==> config.mk <==
export PLATFORM = sky130hd
export DESIGN_NAME = fpu_denorm_rshift
export DESIGN_NICKNAME = d
export VERILOG_FILES = /design/src/rtl/fpu_denorm_rshift.sv
export SDC_FILE = /design/constraint.sdc
export NUM_CORES = 1
export LEC_CHECK = 0
export ABC_CLOCK_PERIOD_IN_PS = 3300
export BUFFER_PORTS_ARGS = -buffer_cell sky130_fd_sc_hd__clkbuf_2
export CAP_MARGIN = 30
export CORE_MARGIN = 5
export CORE_UTILIZATION = 55
export DETAILED_ROUTE_END_ITERATION = 10
export PLACE_DENSITY = 0.79
export REMOVE_ABC_BUFFERS = 1
export SLEW_MARGIN = 10
export SYNTH_ARGS = -nofsm -noshare
export SYNTH_HDL_FRONTEND = slang
export SYNTH_SLANG_ARGS = --single-unit
==> constraint.sdc <==
create_clock -name rclk -period 3.3 [get_ports rclk]
set_input_delay 0.66 -clock rclk [delete_from_list [all_inputs] [get_ports rclk]]
set_output_delay 0.66 -clock rclk [all_outputs]
set_load 0.02 [all_outputs]
==> src/rtl/fpu_denorm_rshift.sv <==
// Iterative right-shift denormalizer producing fraction plus guard/round/sticky.
// Define FPU_DENORM_RSHIFT_FAST_EN for a single-cycle barrel-shift build.
module fpu_denorm_rshift #(
    parameter int FRAC_W     = 64,
    parameter int SHIFT_STEP = 8,
    parameter int CNT_W      = 7
) (
    input  logic              rclk,
    input  logic              arst,
    input  logic              in_vld,
    output logic              in_rdy,
    input  logic [FRAC_W-1:0] in_frac,
    input  logic [CNT_W-1:0]  in_shcnt,
    output logic              out_vld,
    input  logic              out_rdy,
    output logic [FRAC_W-1:0] out_frac,
    output logic              out_guard,
    output logic              out_round,
    output logic              out_sticky,
    output logic              out_nz
);

    localparam int SH_W = FRAC_W + 2;

    localparam logic [1:0] IDLE  = 2'd0;
    localparam logic [1:0] SHIFT = 2'd1;
    localparam logic [1:0] DONE  = 2'd2;

    localparam logic [CNT_W-1:0] MAX_CNT = CNT_W'(SH_W);

    logic [1:0]       r_state;
    logic [SH_W-1:0]  r_sh;
    logic             r_sticky;
    logic [CNT_W-1:0] w_clamp;
    logic [SH_W-1:0]  w_load;

    assign w_load  = {in_frac, 2'b00};
    assign w_clamp = (in_shcnt > MAX_CNT) ? MAX_CNT : in_shcnt;

`ifdef FPU_DENORM_RSHIFT_FAST_EN
    logic [SH_W-1:0] w_fast_sh;
    logic            w_fast_st;

    // Everything shifted past the round position folds into sticky.
    assign w_fast_sh = w_load >> w_clamp;
    assign w_fast_st = |(w_load & ~({SH_W{1'b1}} << w_clamp));
`else
    localparam int STEP_W = $clog2(SHIFT_STEP + 1);
    localparam logic [CNT_W-1:0] STEP = CNT_W'(SHIFT_STEP);

    logic [CNT_W-1:0]  r_rem;
    logic [STEP_W-1:0] w_n;
    logic [CNT_W-1:0]  w_rem_nxt;
    logic [SH_W-1:0]   w_step_sh;
    logic              w_step_st;

    assign w_n       = (r_rem > STEP) ? STEP_W'(SHIFT_STEP)
                                      : r_rem[STEP_W-1:0];
    assign w_rem_nxt = r_rem - {{(CNT_W-STEP_W){1'b0}}, w_n};
    assign w_step_sh = r_sh >> w_n;
    assign w_step_st = |(r_sh & ~({SH_W{1'b1}} << w_n));
`endif

    always_ff @(posedge rclk or posedge arst) begin
        if (arst) begin
            r_state  <= IDLE;
            r_sh     <= '0;
            r_sticky <= 1'b0;
`ifndef FPU_DENORM_RSHIFT_FAST_EN
            r_rem    <= '0;
`endif
        end else begin
            case (r_state)
                IDLE: begin
                    if (in_vld) begin
`ifdef FPU_DENORM_RSHIFT_FAST_EN
                        r_sh     <= w_fast_sh;
                        r_sticky <= w_fast_st;
                        r_state  <= DONE;
`else
                        r_sh     <= w_load;
                        r_sticky <= 1'b0;
                        r_rem    <= w_clamp;
                        r_state  <= (w_clamp == '0) ? DONE : SHIFT;
`endif
                    end
                end
`ifndef FPU_DENORM_RSHIFT_FAST_EN
                SHIFT: begin
                    r_sh     <= w_step_sh;
                    r_sticky <= r_sticky | w_step_st;
                    r_rem    <= w_rem_nxt;
                    if (w_rem_nxt == '0)
                        r_state <= DONE;
                end
`endif
                DONE: begin
                    if (out_rdy)
                        r_state <= IDLE;
                end
                default: r_state <= IDLE;
            endcase
        end
    end

    assign in_rdy     = (r_state == IDLE);
    assign out_vld    = (r_state == DONE);
    assign out_frac   = r_sh[SH_W-1:2];
    assign out_guard  = r_sh[1];
    assign out_round  = r_sh[0];
    assign out_sticky = r_sticky;
    assign out_nz     = (|r_sh) | r_sticky;

endmodule
* Word-level counts from Yosys, hierarchy flattened
Cells that the tools add are included. Widths: inputs -> output; s select.
Word-level totals: bits in registers 76, output and inout bits 70
Operators by class: $add $sub $neg 1, magnitude comparators 2, equal/unequal tests 5, shifts and indexed selects 2, multiplexer cells 13, bitwise operators 4, reduce and logical (&&, ||, !) cells 8
Operators with widths (count):
- $pmux 66 s2 | 1
- $reduce_or 66->1 | 2
- $and 66x66->66 | 1
- $mux 66 | 1
- $not 66->66 | 1
- $shl 66x4->66 const A | 1
- $shr 66x4->66 | 1
- $logic_not 7->1 | 2
- $mux 7 | 2
- $pmux 7 s2 | 1
- $mux 2 | 4
- $gt 7x4->1 const B | 1
- $gt 7x7->1 const B | 1
- $sub 7x4->7 | 1
- $pmux 2 s3 | 1
- $mux 4 | 1
- $ne 2x2->1 const B | 2
- $reduce_and 3->1 | 1
- $eq 2x1->1 const B | 1
- $eq 2x2->1 const B | 1
- $logic_not 2->1 | 1
- $ne 2x1->1 const B | 1
- $or 1x1->1 | 2
- $pmux 1 s2 | 1
- 3 further kinds | 3

* Depth between registers and ports, before layout
depth after elaboration 8, gate-level depth with buffers 13

* Worst setup path before layout
Ideal clock, no wire load.
path kind register -> register, from register r_rem[6], to register r_state[1], setup time 0.078 ns, data arrival time 2.862 ns, path slack 0.361 ns, stages on the path, launching flop included 11, buffers on the path 4, path through dfrtp_1 > buf_6 > or4_4 > buf_6 > clkbuf_1 > clkbuf_1 > nand2_1 > ha_1 > or4_1 > or3_1 > a21oi_1
On the way: longest elaborated chain between the ends 6
Ends and longest elaborated chain:
- start: declaration | line 51 | logic [CNT_W-1:0] r_rem;
- start signal: assignment | line 83 | r_rem <= w_clamp;
- start signal: assignment | line 92 | r_rem <= w_rem_nxt;
- $gt 7x4->1 | line 57 | assign w_n = (r_rem > STEP) ? STEP_W'(SHIFT_STEP)
- $mux 4 | line 57
- $sub 7x4->7 (*) | line 59 | assign w_rem_nxt = r_rem - {{(CNT_W-STEP_W){1'b0}}, w_n};
- $logic_not 7->1 (*) | line 93 | if (w_rem_nxt == '0)
- $ne 2x2->1 (no source line) (*)
- $reduce_and 3->1 (no source line) (*)
- end signal: assignment | line 84 | r_state <= (w_clamp == '0) ? DONE : SHIFT;
- end: declaration | line 31 | logic [1:0] r_state;
Mark *: on every way between the ends. The rest lies on a longest branch, timed or not. A chain may end at the register's enable or synchronous reset.

* Worst setup path after layout
from register r_sh[60], to output port out_nz
On the way: longest elaborated chain between the ends 2
Ends and longest elaborated chain:
- start: declaration | line 32 | logic [SH_W-1:0] r_sh;
- start signal: assignment | line 81 | r_sh <= w_load;
- start signal: assignment | line 90 | r_sh <= w_step_sh;
- $reduce_or 66->1 | line 112 | assign out_nz = (|r_sh) | r_sticky;
- $or 1x1->1 | line 112
- end: declaration | line 20 | output logic out_nz
Every way passes these cells.

==> run_results.csv <==
group,metric,value,unit
synth,synth_cell_types,78,
timing,slew_headroom,0.415,
clock_tree,cts_tree,"yes",
clock_tree,cts_setup_buffers,0,
timing,rsz0062_at_grt,"false",
power,total_power,10.8,mW
critical_path,worstSetupPathType,"reg2out",
timing,fin_crit_sh,0.840,
synth,synth_edf_count,0,
grt,grt_pass1_wl,46.6,mm
timing,min_period,2.77,ns
floorplan,std_cell_rows,41,
grt,grt_usage,0.367,
clock_tree,h-tree-depth,3,
timing,clock_skew,0.00626,ns
timing,whs,0.245,ns
power,powerDensity,1270,mW/mm2
timing,setup_violations,0,
clock_tree,cts-buffers-inserted,9,
placement,io_buffers,144,
synth,synthTopCellsByCount,"o21ai_0, dfrtp_1, clkbuf_1, nor2_1, a21oi_1",
synth,yosys_warnings,0,
cells_and_area,diodes,0,
grt,grt_overflow,0,
critical_path,crit_family,"simple AND/OR/NAND/NOR gates",
floorplan,die_h,124,um
grt,grt_max_degree,47,
routing,wl,29.7,mm
clock_tree,cts-hold-fix-buffers,0,
synth,synthArstFlopShare,1.00,
power,vdd_drop_max,0.625,mV
timing,fmax,361,MHz
routing,postRouteAntennaNets,0,
synth,synth_area_leaders,"dfrtp_1, o21ai_0, a21oi_1",
critical_path,crit_buf_inv,1,
cells_and_area,design_area,0.00846,mm2
floorplan,die-area,0.0155,mm2
critical_path,critPathRequiredTime,2.64,ns
critical_path,critPathMaxStageDelay,0.55,ns
clock_tree,numClockSinks,76,
clock_tree,clkTransAtPathRegs,0.06,ns
synth,synth_top_cell_by_area,"dfrtp_1",
floorplan,core_area,0.0127,mm2
critical_path,rrSetupSlack,0.55,ns
synth,synthFlopType,"dfrtp_1",
timing,finalHoldViolations,0,
synth,synth.avg_cell_area,7.76,um2
placement,gp_congestion,0.995,
floorplan,die_x,124,um
routing,drtPass1Iterations,6,
synth,synth_most_common_cell,"o21ai_0",
critical_path,path_max_fanout,9,
synth,ys_ff_latch,76,
grt,grt_pass1_vias,8580,
critical_path,r2r_cells,5,
routing,route.detailed.drc,0,
critical_path,r2r-start,"r_rem[6]$_DFFE_PP0P_",
synth,ys_seq_area_frac,0.264,
critical_path,worstReg2RegEnd,"r_sh[10]$_DFFE_PP0P_",
clock_tree,cts_buffer_depth,2,
routing,via_count,9031,
cells_and_area,synthToLayoutAreaGrowth,17.5,%
placement,placed_cell_area,0.00814,mm2
clock_tree,cts-resized-gates,0,
min_path,hold_path.class,"in2async",
critical_path,critPathCaptureType,"primary output",
critical_path,arrival,2.11,ns
clock_tree,clk_latency,0.35,ns
timing,finalSetupTns,0,ns
routing,vias_per_cell,7.53,
critical_path,critPathSlowestCell,"nor4_1",
run_status,status,"finished clean",
cells_and_area,drive_gt1_frac,0.241,
placement,dp_hpwl,20.0,mm
cells_and_area,layout.nets,1099,
power,p_leak,3.49,nW
job,maxCapViolCount,0,
routing,wl_per_cell,24.8,um
floorplan,io_pins,145,
critical_path,cp-start-kind,"register",
synth,postSynthCellCount,928,
critical_path,path_cells,"nor4_1 > nand4_1 > nor3_1 > nand3_1 > clkbuf_2",
clock_tree,root_buffer,"clkbuf_16",
timing,maxSlewViolCount,0,
grt,antenna_found_initial,0,
routing,drt_iter0_drc,1872,
timing,worst_pin_slew,0.872,ns
synth,netlist_area,0.00720,mm2
floorplan,initial_core_util,0.566,
synth,yosysTopAreaCellShare,0.264,
## layout by cell type, fill, tap and decap left out, types with 13 or more instances in the layout
cell type,synthesis,routed
a211oi_1,17,17
a21oi_1,64,64
nand3_1,33,33
a221o_1,20,20
mux2_2,14,14
nor2_1,70,68
nand2_1,59,59
a31oi_1,24,24
buf_4,1,43
a22oi_1,18,18
a221oi_1,35,35
nor4_1,16,16
mux2i_1,30,30
dfrtp_1,76,74
o22ai_1,23,23
o211ai_1,17,17
nor2b_1,15,15
clkbuf_2,0,144
o21ai_0,78,78
o2bb2ai_1,13,13
and3_1,18,18
inv_1,18,17
## stage by stage
stage / setup WS, ns / cells / util
3_5_place_dp: 0.619 / 1183 / 0.640
6_report: 0.530 / 1199 / 0.665
4_1_cts: 0.599 / 1199 / 0.665
2_1_floorplan: -1.18 / 818 / -
3_3_place_gp: 0.522 / 1181 / 0.637
5_1_grt: 0.461 / 1199 / 0.665
## area by class of cell
cell class | count | area [um2]
clock buffer | 11 | 243
multi-input combinational | 720 | 4770
clock inverter | 5 | 75.1
inverter | 22 | 83.8
sequential | 76 | 1910
fill | 1121 | 4270
tap | 172 | 215
timing repair buffer | 193 | 1160
## flip-flops by register name (all words and copies together) (netlist names)
register    cells
out_sticky      1
r_rem           7
r_sh           66
r_state         2
## worst max-delay path by stage
stage | from | to | slack (ns) | cells after the start
2_1_floorplan | r_rem[0]$_DFFE_PP0P_ | r_sh[62]$_DFFE_PP0P_ | -1.18 | 5
3_5_place_dp | r_rem[6]$_DFFE_PP0P_ | r_state[1]$_DFFE_PP0P_ | 0.62 | 6
3_3_place_gp | r_rem[6]$_DFFE_PP0P_ | r_sh[58]$_DFFE_PP0P_ | 0.52 | 5
6_report | r_sh[60]$_DFFE_PP0P_ | out_nz | 0.53 | 5
5_1_grt | r_rem[3]$_DFFE_PP0P_ | r_state[1]$_DFFE_PP0P_ | 0.46 | 6
4_1_cts | r_sh[60]$_DFFE_PP0P_ | out_nz | 0.60 | 5
## report_power, final
part,internal [mW],switching (mW)
clock,0.680,0.419
sequential,1.42,1.37
combinational,2.65,4.22
total,4.75,6.01
## worst register-to-register path: cells and delay by family, from the launching register on
kind	cells	cell delay (ns)
AOI/OAI and AO/OA	1	0.08
and+or+nand+nor	3	1.80
DFF	1	0.50
buffers and inverters	1	0.29
## kinds of logic (layout without fill, tap and decap cells)
| logic type | after synthesis | count (layout) | synth area share |
|---|---|---|---|
| other | 2 | 2 | 0.00104 |
| DFF | 76 | 76 | 0.264 |
| AOI/OAI and AO/OA | 413 | 413 | 0.409 |
| buffers and inverters | 132 | 231 | 0.0760 |
| adders and majority gates | 2 | 2 | 0.00348 |
| muxes | 45 | 45 | 0.0668 |
| xor gates and xnor gates | 2 | 2 | 0.00243 |
| and+or+nand+nor | 256 | 256 | 0.177 |
## per-layer routing
metal | track usage | wire length (um) | vias to the layer above
met5 | 0 | 0 | -
met2 | 0.556 | 13000 | 868
li1 | - | - | 3834
met1 | 0.475 | 11000 | 4169
met4 | 0.175 | 1460 | 0
met3 | 0.114 | 4270 | 160
(Power assumes the default switching activity.)
